## src/rtl/fpcvt_pkg.sv

```systemverilog
// Shared widths and derived constants for the pipelined linear-to-float converter.
package fpcvt_pkg;

  localparam int DEF_IN_W  = 12;
  localparam int DEF_EXP_W = 3;
  localparam int DEF_SIG_W = 4;
  localparam int DEF_CNT_W = 16;

  function automatic int exp_max(input int exp_w);
    return (1 << exp_w) - 1;
  endfunction

  // Exponent of a magnitude whose MSB sits just below the sign bit, plus one.
  function automatic int exp_bias(input int in_w, input int sig_w);
    return in_w - sig_w;
  endfunction

endpackage

```

## src/rtl/fpcvt_lzc.sv

```systemverilog
// Combinational leading-zero counter; an all-zero input reports W.
module fpcvt_lzc
  import fpcvt_pkg::*;
#(
  parameter int W  = DEF_IN_W,
  parameter int CW = $clog2(W + 1)
) (
  input  logic [W-1:0]  data_i,
  output logic [CW-1:0] count_o
);

  // Ascending scan: the highest set bit is the last to overwrite the count.
  always_comb begin
    count_o = CW'(W);
    for (int i = 0; i < W; i++) begin
      if (data_i[i]) begin
        count_o = CW'(W - 1 - i);
      end
    end
  end

endmodule

```

## src/rtl/fpcvt_pipe.sv

```systemverilog
// Three-stage valid/ready linear-to-float converter with rounding, saturation
// and a sticky saturation-event counter.
module fpcvt_pipe
  import fpcvt_pkg::*;
#(
  parameter int IN_W  = DEF_IN_W,
  parameter int EXP_W = DEF_EXP_W,
  parameter int SIG_W = DEF_SIG_W,
  parameter int CNT_W = DEF_CNT_W
) (
  input  logic             clk,
  input  logic             rst_n,
  input  logic             in_valid,
  output logic             in_ready,
  input  logic [IN_W-1:0]  in_data,
  input  logic             in_round,
  output logic             out_valid,
  input  logic             out_ready,
  output logic             out_sign,
  output logic [EXP_W-1:0] out_exp,
  output logic [SIG_W-1:0] out_sig,
  output logic             out_sat,
  output logic [CNT_W-1:0] sat_count,
  input  logic             sat_clr
);

  localparam int LZ_W = $clog2(IN_W + 1);
  localparam int BIAS = exp_bias(IN_W, SIG_W);
  localparam int EMAX = exp_max(EXP_W);
  localparam logic [LZ_W-1:0]  BIAS_L   = LZ_W'(BIAS);
  localparam logic [EXP_W:0]   EMAX_EXT = (EXP_W + 1)'(EMAX);

  logic load1, load2, load3;

  logic             v1_q, s1_sign_q, s1_sat_q, s1_round_q;
  logic [IN_W-1:0]  s1_mag_q;
  logic             neg_max;
  logic [IN_W-1:0]  mag_d;

  logic             v2_q, s2_sign_q, s2_sat_q, s2_round_q, s2_rbit_q;
  logic [EXP_W-1:0] s2_exp_q;
  logic [SIG_W-1:0] s2_sig_q;
  logic [LZ_W-1:0]  lz, e_full;
  logic [EXP_W-1:0] exp2_d;
  logic [SIG_W-1:0] sig2_d;
  logic             rbit2_d;

  logic             out_valid_q, out_sign_q, out_sat_q;
  logic [EXP_W-1:0] out_exp_q, exp3_d;
  logic [SIG_W-1:0] out_sig_q, sig3_d;
  logic             sat3_d;
  logic [SIG_W:0]   sum3;
  logic [EXP_W:0]   e_ext;

  logic [CNT_W-1:0] sat_cnt_q, sat_cnt_d;

  // A stage loads when empty or when its contents move on this edge.
  assign load3    = !out_valid_q || out_ready;
  assign load2    = !v2_q || load3;
  assign load1    = !v1_q || load2;
  assign in_ready = load1;

  always_comb begin
    neg_max = (in_data == {1'b1, {(IN_W-1){1'b0}}});
    mag_d   = in_data[IN_W-1] ? -in_data : in_data;
    if (neg_max) begin
      mag_d = {1'b0, {(IN_W-1){1'b1}}};
    end
  end

  always_ff @(posedge clk or negedge rst_n) begin
    if (!rst_n) begin
      v1_q       <= 1'b0;
      s1_sign_q  <= 1'b0;
      s1_sat_q   <= 1'b0;
      s1_round_q <= 1'b0;
      s1_mag_q   <= '0;
    end else if (load1) begin
      v1_q       <= in_valid;
      s1_sign_q  <= in_data[IN_W-1];
      s1_sat_q   <= neg_max;
      s1_round_q <= in_round;
      s1_mag_q   <= mag_d;
    end
  end

  fpcvt_lzc #(
    .W  (IN_W),
    .CW (LZ_W)
  ) u_lzc (
    .data_i  (s1_mag_q),
    .count_o (lz)
  );

  // Shift just far enough that the magnitude fits SIG_W bits; r is the first dropped bit.
  always_comb begin
    e_full  = (lz < BIAS_L) ? (BIAS_L - lz) : '0;
    exp2_d  = EXP_W'(e_full);
    sig2_d  = SIG_W'(s1_mag_q >> e_full);
    rbit2_d = (e_full != '0) ? 1'(s1_mag_q >> (e_full - LZ_W'(1))) : 1'b0;
  end

  always_ff @(posedge clk or negedge rst_n) begin
    if (!rst_n) begin
      v2_q       <= 1'b0;
      s2_sign_q  <= 1'b0;
      s2_sat_q   <= 1'b0;
      s2_round_q <= 1'b0;
      s2_rbit_q  <= 1'b0;
      s2_exp_q   <= '0;
      s2_sig_q   <= '0;
    end else if (load2) begin
      v2_q       <= v1_q;
      s2_sign_q  <= s1_sign_q;
      s2_sat_q   <= s1_sat_q;
      s2_round_q <= s1_round_q;
      s2_rbit_q  <= rbit2_d;
      s2_exp_q   <= exp2_d;
      s2_sig_q   <= sig2_d;
    end
  end

  // A carry out of the significand renormalises; exponent overflow clamps to max.
  always_comb begin
    sum3   = {1'b0, s2_sig_q} + {{SIG_W{1'b0}}, s2_round_q & s2_rbit_q};
    sig3_d = sum3[SIG_W-1:0];
    e_ext  = {1'b0, s2_exp_q};
    sat3_d = s2_sat_q;
    if (sum3[SIG_W]) begin
      sig3_d = {1'b1, {(SIG_W-1){1'b0}}};
      e_ext  = {1'b0, s2_exp_q} + {{EXP_W{1'b0}}, 1'b1};
    end
    exp3_d = e_ext[EXP_W-1:0];
    if (e_ext > EMAX_EXT) begin
      exp3_d = EXP_W'(EMAX);
      sig3_d = '1;
      sat3_d = 1'b1;
    end
  end

  always_ff @(posedge clk or negedge rst_n) begin
    if (!rst_n) begin
      out_valid_q <= 1'b0;
      out_sign_q  <= 1'b0;
      out_exp_q   <= '0;
      out_sig_q   <= '0;
      out_sat_q   <= 1'b0;
    end else if (load3) begin
      out_valid_q <= v2_q;
      out_sign_q  <= s2_sign_q;
      out_exp_q   <= exp3_d;
      out_sig_q   <= sig3_d;
      out_sat_q   <= sat3_d;
    end
  end

  always_comb begin
    sat_cnt_d = sat_cnt_q;
    if (sat_clr) begin
      sat_cnt_d = '0;
    end else if (out_valid_q && out_ready && out_sat_q && !(&sat_cnt_q)) begin
      sat_cnt_d = sat_cnt_q + {{(CNT_W-1){1'b0}}, 1'b1};
    end
  end

  always_ff @(posedge clk or negedge rst_n) begin
    if (!rst_n) begin
      sat_cnt_q <= '0;
    end else begin
      sat_cnt_q <= sat_cnt_d;
    end
  end

  assign out_valid = out_valid_q;
  assign out_sign  = out_sign_q;
  assign out_exp   = out_exp_q;
  assign out_sig   = out_sig_q;
  assign out_sat   = out_sat_q;
  assign sat_count = sat_cnt_q;

endmodule
```

## config.mk

```make
export PLATFORM = sky130hd
export DESIGN_NAME = fpcvt_pipe
export DESIGN_NICKNAME = d
export VERILOG_FILES = /design/src/rtl/fpcvt_pkg.sv /design/src/rtl/fpcvt_lzc.sv /design/src/rtl/fpcvt_pipe.sv
export SDC_FILE = /design/constraint.sdc
export NUM_CORES = 1
export LEC_CHECK = 0
export BUFFER_PORTS_ARGS = -buffer_cell sky130_fd_sc_hd__buf_2
export CAP_MARGIN = 20
export CORE_MARGIN = 1.5
export CORE_UTILIZATION = 54
export CTS_CLUSTER_DIAMETER = 40
export CTS_CLUSTER_SIZE = 14
export DETAILED_ROUTE_END_ITERATION = 10
export PLACE_DENSITY = 0.8
export RECOVER_POWER = 50
export SLEW_MARGIN = 25
export SYNTH_ARGS = -nofsm -noshare
export SYNTH_HDL_FRONTEND = slang
export SYNTH_HIERARCHICAL = 1
export SYNTH_SLANG_ARGS = --single-unit
export TNS_END_PERCENT = 1
```

## constraint.sdc

```tcl
create_clock -name clk -period 7 [get_ports clk]
set_clock_uncertainty 0.05 [all_clocks]
set_input_delay 0.7 -clock clk [delete_from_list [all_inputs] [get_ports clk]]
set_output_delay 0.7 -clock clk [all_outputs]
set_load 0.02 [all_outputs]
```

* Word-level counts from Yosys, hierarchy flattened *
Index checks and enable logic that the tools add are counted.

word-level totals
  bits in registers = 54
  latch bits = 0
  memory bits (writable) = 0
  bits in read-only memories = 0
  bits of input ports = 18
  output and inout port bits = 27
  logic and storage cells = 66
  memories = 0

operators by class
  $add $sub $neg = 6
  multiply operators = 0
  div/mod/pow operators = 0
  $lt $le $gt $ge = 2
  eq/ne operators = 1
  shift-type cells = 2
  multiplexer cells = 23
  bitwise logic cells = 1
  reductions and logical operators = 13

operator list
  kind                                                            count
  2-to-1 mux 4 bit                                                12
  2-to-1 mux 16 bit                                               2
  2-to-1 mux 12 bit                                               2
  adder 16 x 1 -> 16 bit (second input constant)                  1
  AND reduction 16 bit                                            1
  2-to-1 mux 3 bit                                                5
  == test 12 bit (second input constant)                          1
  negation 12 bit                                                 1
  right shift 12 x 4 -> 1 bit                                     1
  right shift 12 x 4 -> 4 bit                                     1
  adder 4 x 1 -> 5 bit                                            1
  adder 3 x 1 -> 4 bit (second input constant)                    1
  greater-than comparator 4 x 3 -> 1 bit (second input constant)  1
  logical NOT 1 bit                                               4
  less-than comparator 4 bit (second input constant)              1
  nonzero test 4 bit                                              1
  subtractor 4 x 1 -> 4 bit (second input constant)               1
  subtractor 4 bit (first input constant)                         1
  logical AND 1 bit                                               3
  logical OR 1 bit                                                3
  2-to-1 mux 1 bit                                                2
  nonzero test 2 bit                                              1
  AND 1 bit                                                       1

* Longest topological paths before layout *
  depth after elaboration = 17
  gate-level depth with buffers = 14
  depth with buffers taken out = 13

* By module *
The synthesis kept the hierarchy.

modules (own cells, without submodules)
  module      times used  cells each  area each (um2)  seq. area each (um2)
  fpcvt_pipe  1           353         3205.6           1351.3
  fpcvt_lzc   1           21          111.4            0.0

* Least setup slack after synthesis *
OpenSTA, ideal clock, no wires.

  kind = register to register
  start point = reg s1_mag_q[3]
  end point = reg s2_rbit_q
  library setup time = 122 ps
  arrival = 3227 ps
  required time = 6828 ps
  slack = 3602 ps
  stages on the path, launching flop included = 13
  path buffers = 0
  period minus slack after synthesis = 3398 ps
  cells stage by stage = dfrtp_1 > o31ai_1 > a211oi_1 > nor3_1 > inv_1 > ha_1 > nor2b_1 > clkinv_1 > ha_1 > mux4_2 > and3_1 > or3_1 > a32o_1

on the way
  longest elaborated chain between the ends = 14
  elaborated cells on any way between the ends = 16
  classes of those cells = add/sub (2); order compare (1); shift (1); mux (11); reduce/logical (1)

RTL lines
  what                                                            RTL line           text
  start: declaration                                              fpcvt_pipe.sv:36   logic [IN_W-1:0] s1_mag_q;
  start signal: assignment                                        fpcvt_pipe.sv:83   s1_mag_q <= mag_d;
  2-to-1 mux 3 bit (*)                                            fpcvt_lzc.sv:16    if (data_i[i]) begin
  2-to-1 mux 4 bit (*) (8 in a row)                               fpcvt_lzc.sv:16
  net lz[1]                                                       fpcvt_pipe.sv:43   logic [LZ_W-1:0] lz, e_full;
  subtractor 4 bit or less-than comparator 4 bit (tied branches)  fpcvt_pipe.sv:97   e_full = (lz < BIAS_L) ? (BIAS_L - lz) : '0;
  2-to-1 mux 4 bit (*)                                            fpcvt_pipe.sv:97
  subtractor 4 x 1 -> 4 bit                                       fpcvt_pipe.sv:100  rbit2_d = (e_full != '0) ? 1'(s1_mag_q >> (e_full - LZ_W'(1))) : 1'b0;
  right shift 12 x 4 -> 1 bit                                     fpcvt_pipe.sv:100
  2-to-1 mux 1 bit (*)                                            fpcvt_pipe.sv:100
  end signal: assignment                                          fpcvt_pipe.sv:117  s2_rbit_q <= rbit2_d;
  end: declaration                                                fpcvt_pipe.sv:40   logic v2_q, s2_sign_q, s2_sat_q, s2_round_q, s2_rbit_q;

Mark *: on every way through the listed nets, which the timed path passes. The rest lies on a longest branch.
A chain may end at the register's enable or synchronous reset.

* Final worst setup path *
  start point = reg s1_mag_q[1]
  end point = reg s2_rbit_q

on the way
  longest elaborated chain between the ends = 16
  elaborated cells on any way between the ends = 18
  classes of those cells = add/sub (2); order compare (1); shift (1); mux (13); reduce/logical (1)

RTL lines
  what                                                            RTL line
  2-to-1 mux 3 bit (*) (3 in a row)                               fpcvt_lzc.sv:16
  2-to-1 mux 4 bit (*) (8 in a row)                               fpcvt_lzc.sv:16
  net lz[1]                                                       fpcvt_pipe.sv:43
  subtractor 4 bit or less-than comparator 4 bit (tied branches)  fpcvt_pipe.sv:97
  2-to-1 mux 4 bit (*)                                            fpcvt_pipe.sv:97
  subtractor 4 x 1 -> 4 bit                                       fpcvt_pipe.sv:100
  right shift 12 x 4 -> 1 bit                                     fpcvt_pipe.sv:100
  2-to-1 mux 1 bit (*)                                            fpcvt_pipe.sv:100

Marked as above.

==> results_dict.tcl <==
set metrics [dict create \
    cp.required_ns 7.15 \
    layout-drive-gt1-share 0.133 \
    grt_use_total 0.237 \
    htree_num_levels 2 \
    drcViolationCount 0 \
    holdBufCountCts 0 \
    gp_congestion 0.944 \
    dpl.cell_count 479 \
    grt_pass1_wl_um 12200 \
    place_hpwl_um 5490 \
    clockRootBuffer "clkbuf_8" \
    synthArstFlopShare 1.00 \
    antenna_cells 0 \
    seq_area_mm2 0.00135 \
    wl_per_cell_um 15.2 \
    synth.area.top_cells "dfrtp_1, nand2_1, nor2_1" \
    slew_viol_final 55 \
    start_util 0.560 \
    ant_nets 0 \
    critPathMaxFanout 9 \
    chipWidth_um 81.4 \
    initialDrtViolationCount 222 \
    r2r_end "s2_rbit_q$_DFFE_PN0P_" \
    fin_cells 487 \
    dr.pass1.iters 5 \
    postSynthCellCount 374 \
    syn-cell-area_mm2 0.00332 \
    cap_violations 1 \
    leakagePower_nw 1.69 \
    synth_top_area_cell "dfrtp_1" \
    ir_drop_uv 143 \
    finalSetupViolCount 0 \
    fin_nets 437 \
    cts_resized 0 \
    synth_edf_count 0 \
    p_per_area_mw_per_mm2 268 \
    critPathCaptureType "flip-flop" \
    seqPwrFrac 0.430 \
    critPathKind "flip-flop to flip-flop" \
    violations "max-capacitance violations, max-slew violations" \
    endpoint "s2_rbit_q$_DFFE_PN0P_" \
    max_freq_mhz 255 \
    core.rowCount 28 \
    p_sw_frac 0.363 \
    via_per_inst 5.93 \
    ff2ff_setup_slack_ns 3.09 \
    synth_top_area_share 0.407 \
    finalHoldViolCount 0 \
    drt-total-wl_um 7390 \
    p_int_w 0.000627 \
    clkPwrFrac 0.228 \
    worstSkewPairLatency_ns 0.32 \
    clk_pin_slew_ns 0.09 \
    fin_crit_sh 0.559 \
    power_switching_w 0.000358 \
    coreArea_mm2 0.00592 \
    post_cts_buffers 0 \
    gr-total-overflow 0 \
    cts.sinks 54 \
    vias 2890 \
    antenna_found_initial 0 \
    yosys_warnings 6 \
    cts.path.max_buffers 2 \
    dieArea_mm2 0.00662 \
    num-fill-cells 507 \
    grt_pass1_vias 2681 \
    worst_slew_pin_slew_ns 2.78 \
    crit_path_start "s1_mag_q[1]$_DFFE_PN0P_" \
    cp.arrival_ns 4.07 \
    r2r_cells 13 \
    multi_input_area_mm2 0.00185 \
    syn_nets 400 \
    io-pin-count 45 \
    rsz0062_at_grt "no" \
    final_cell_mix "nand2_1, dfrtp_1, nor2_1" \
    relSlewSlack -0.853 \
    combPwrFrac 0.342 \
    fin_crit_ns 3.91 \
    cp-start-kind "flip-flop" \
    fin_tns_setup_ns 0 \
    hold_class "flip-flop to flip-flop" \
    cts_made_buffers 5 \
    chipHeight_um 81.4 \
    ys.flop_type "dfrtp_1" \
    io_buffers 44 \
    seq_area_frac_synth 0.407 \
    synthDistinctLibCells 55 \
    status "finished with violations" \
    syn_to_final_growth_pct 10.8 \
    reg2reg_from "s1_mag_q[1]$_DFFE_PN0P_" \
    synth_area_per_cell_um2 8.87 \
    grt_max_degree 55 \
    ys_ff_latch 54 \
    tritoncts "yes" \
    fin_worst_hold_slack_ns 0.413 \
]
==> per-layer routing <==
| layer | global-route usage | share of wire | vias up |
|---|---|---|---|
| li1 | - | - | 1420 |
| met3 | 0.0360 | 0.054 | 6 |
| met5 | 0 | 0 | - |
| met4 | 0.0897 | 0.0083 | 0 |
| met2 | 0.407 | 0.50 | 91 |
| met1 | 0.300 | 0.44 | 1373 |
==> worst min path at each step <==
| stage | startpoint | end | slack, ns | depth (start not counted) |
|---|---|---|---|---|
| after CTS | v1_q$_DFFE_PN0P_ | v2_q$_DFFE_PN0P_ | 0.42 | 1 |
| after detailed placement | v1_q$_DFFE_PN0P_ | v2_q$_DFFE_PN0P_ | 0.39 | 1 |
| after floorplan | rst_n | out_exp[0]$_DFFE_PN0P_ | 0.35 | 0 |
| final | v1_q$_DFFE_PN0P_ | v2_q$_DFFE_PN0P_ | 0.41 | 1 |
| after global routing | s2_round_q$_DFFE_PN0P_ | s2_round_q$_DFFE_PN0P_ | 0.45 | 2 |
| after global placement | v1_q$_DFFE_PN0P_ | v2_q$_DFFE_PN0P_ | 0.39 | 1 |
==> layout make-up <==
| cell class | instances | share of cell area |
|---|---|---|
| Sequential cell | 54 | 0.368 |
| Tap cell | 75 | 0.0255 |
| Clock inverter | 2 | 0.0106 |
| Inverter | 11 | 0.0119 |
| Clock buffer | 6 | 0.0225 |
| Timing Repair Buffer | 46 | 0.0596 |
| Multi-Input combinational cell | 293 | 0.502 |
==> critical path, cell delays in order, from the launching register on <==
cell,delay [ns]
dfrtp_1,0.46
nor2_1,0.11
o31ai_1,0.25
a211oi_1,0.11
nor3_1,0.31
inv_1,0.12
ha_1,0.41
nor2b_1,0.26
clkinv_1,0.26
ha_1,0.41
mux4_2,0.29
and3_1,0.18
or3_1,0.36
a32o_1,0.24
==> state kept, by name, summed over array words and instances (netlist names), 3 cells and up <==
register / cells
sat_count: 16
out_exp: 3
s2_sig_q: 4
s2_exp_q: 3
s1_mag_q: 12
out_sig: 4
==> synthesized netlist by cell type (all sizes together), types with 3 or more instances <==
cell type,instances
nand4,6
xor2,18
ha,8
xnor2,3
mux4,5
or4,7
or2,3
nand3,9
dfrtp,54
or3,3
o31ai,8
mux2,3
buf,3
and2,3
and3,9
nor2b,7
nor2,46
a21oi,22
clkbuf,13
a211oi,4
o211ai,4
a22oi,3
mux2i,7
a21o,3
a31oi,7
inv,10
nand2,54
o21ai,27
==> kinds of logic (layout without fill, tap and decap cells) <==
logic type,after synthesis,in the layout,share of synthesized area
buffers and inverters,27,65,0.0362
AOI/OAI and AO/OA,90,90,0.169
muxes,15,15,0.0698
DFF,54,54,0.407
xor gates and xnor gates,21,21,0.0555
adders and majority gates,8,8,0.0302
and+or+nand+nor,159,159,0.232
==> power groups by stage <==
stage,registers [W],clock network (W),logic [W]
finish,0.000423,0.000225,0.000337
global route,0.000433,0.000242,0.000376
CTS,0.000422,0.000227,0.000342
detailed placement,0.000428,0,0.000340
global placement,0.000422,0,0.000330
floorplan,0.000439,0,0.000237
==> stage by stage <==
stage	worst slack, ns	total power, W	cell area, µm²	util
6_report	3.09	0.000984	3670	0.621
5_1_grt	2.82	0.00105	3670	0.621
4_1_cts	3.16	0.000990	3690	0.623
3_5_place_dp	3.18	0.000768	3570	0.603
3_3_place_gp	3.29	0.000753	3570	0.603
2_1_floorplan	3.60	0.000676	3320	-
Power figures use the tool's default switching activity.
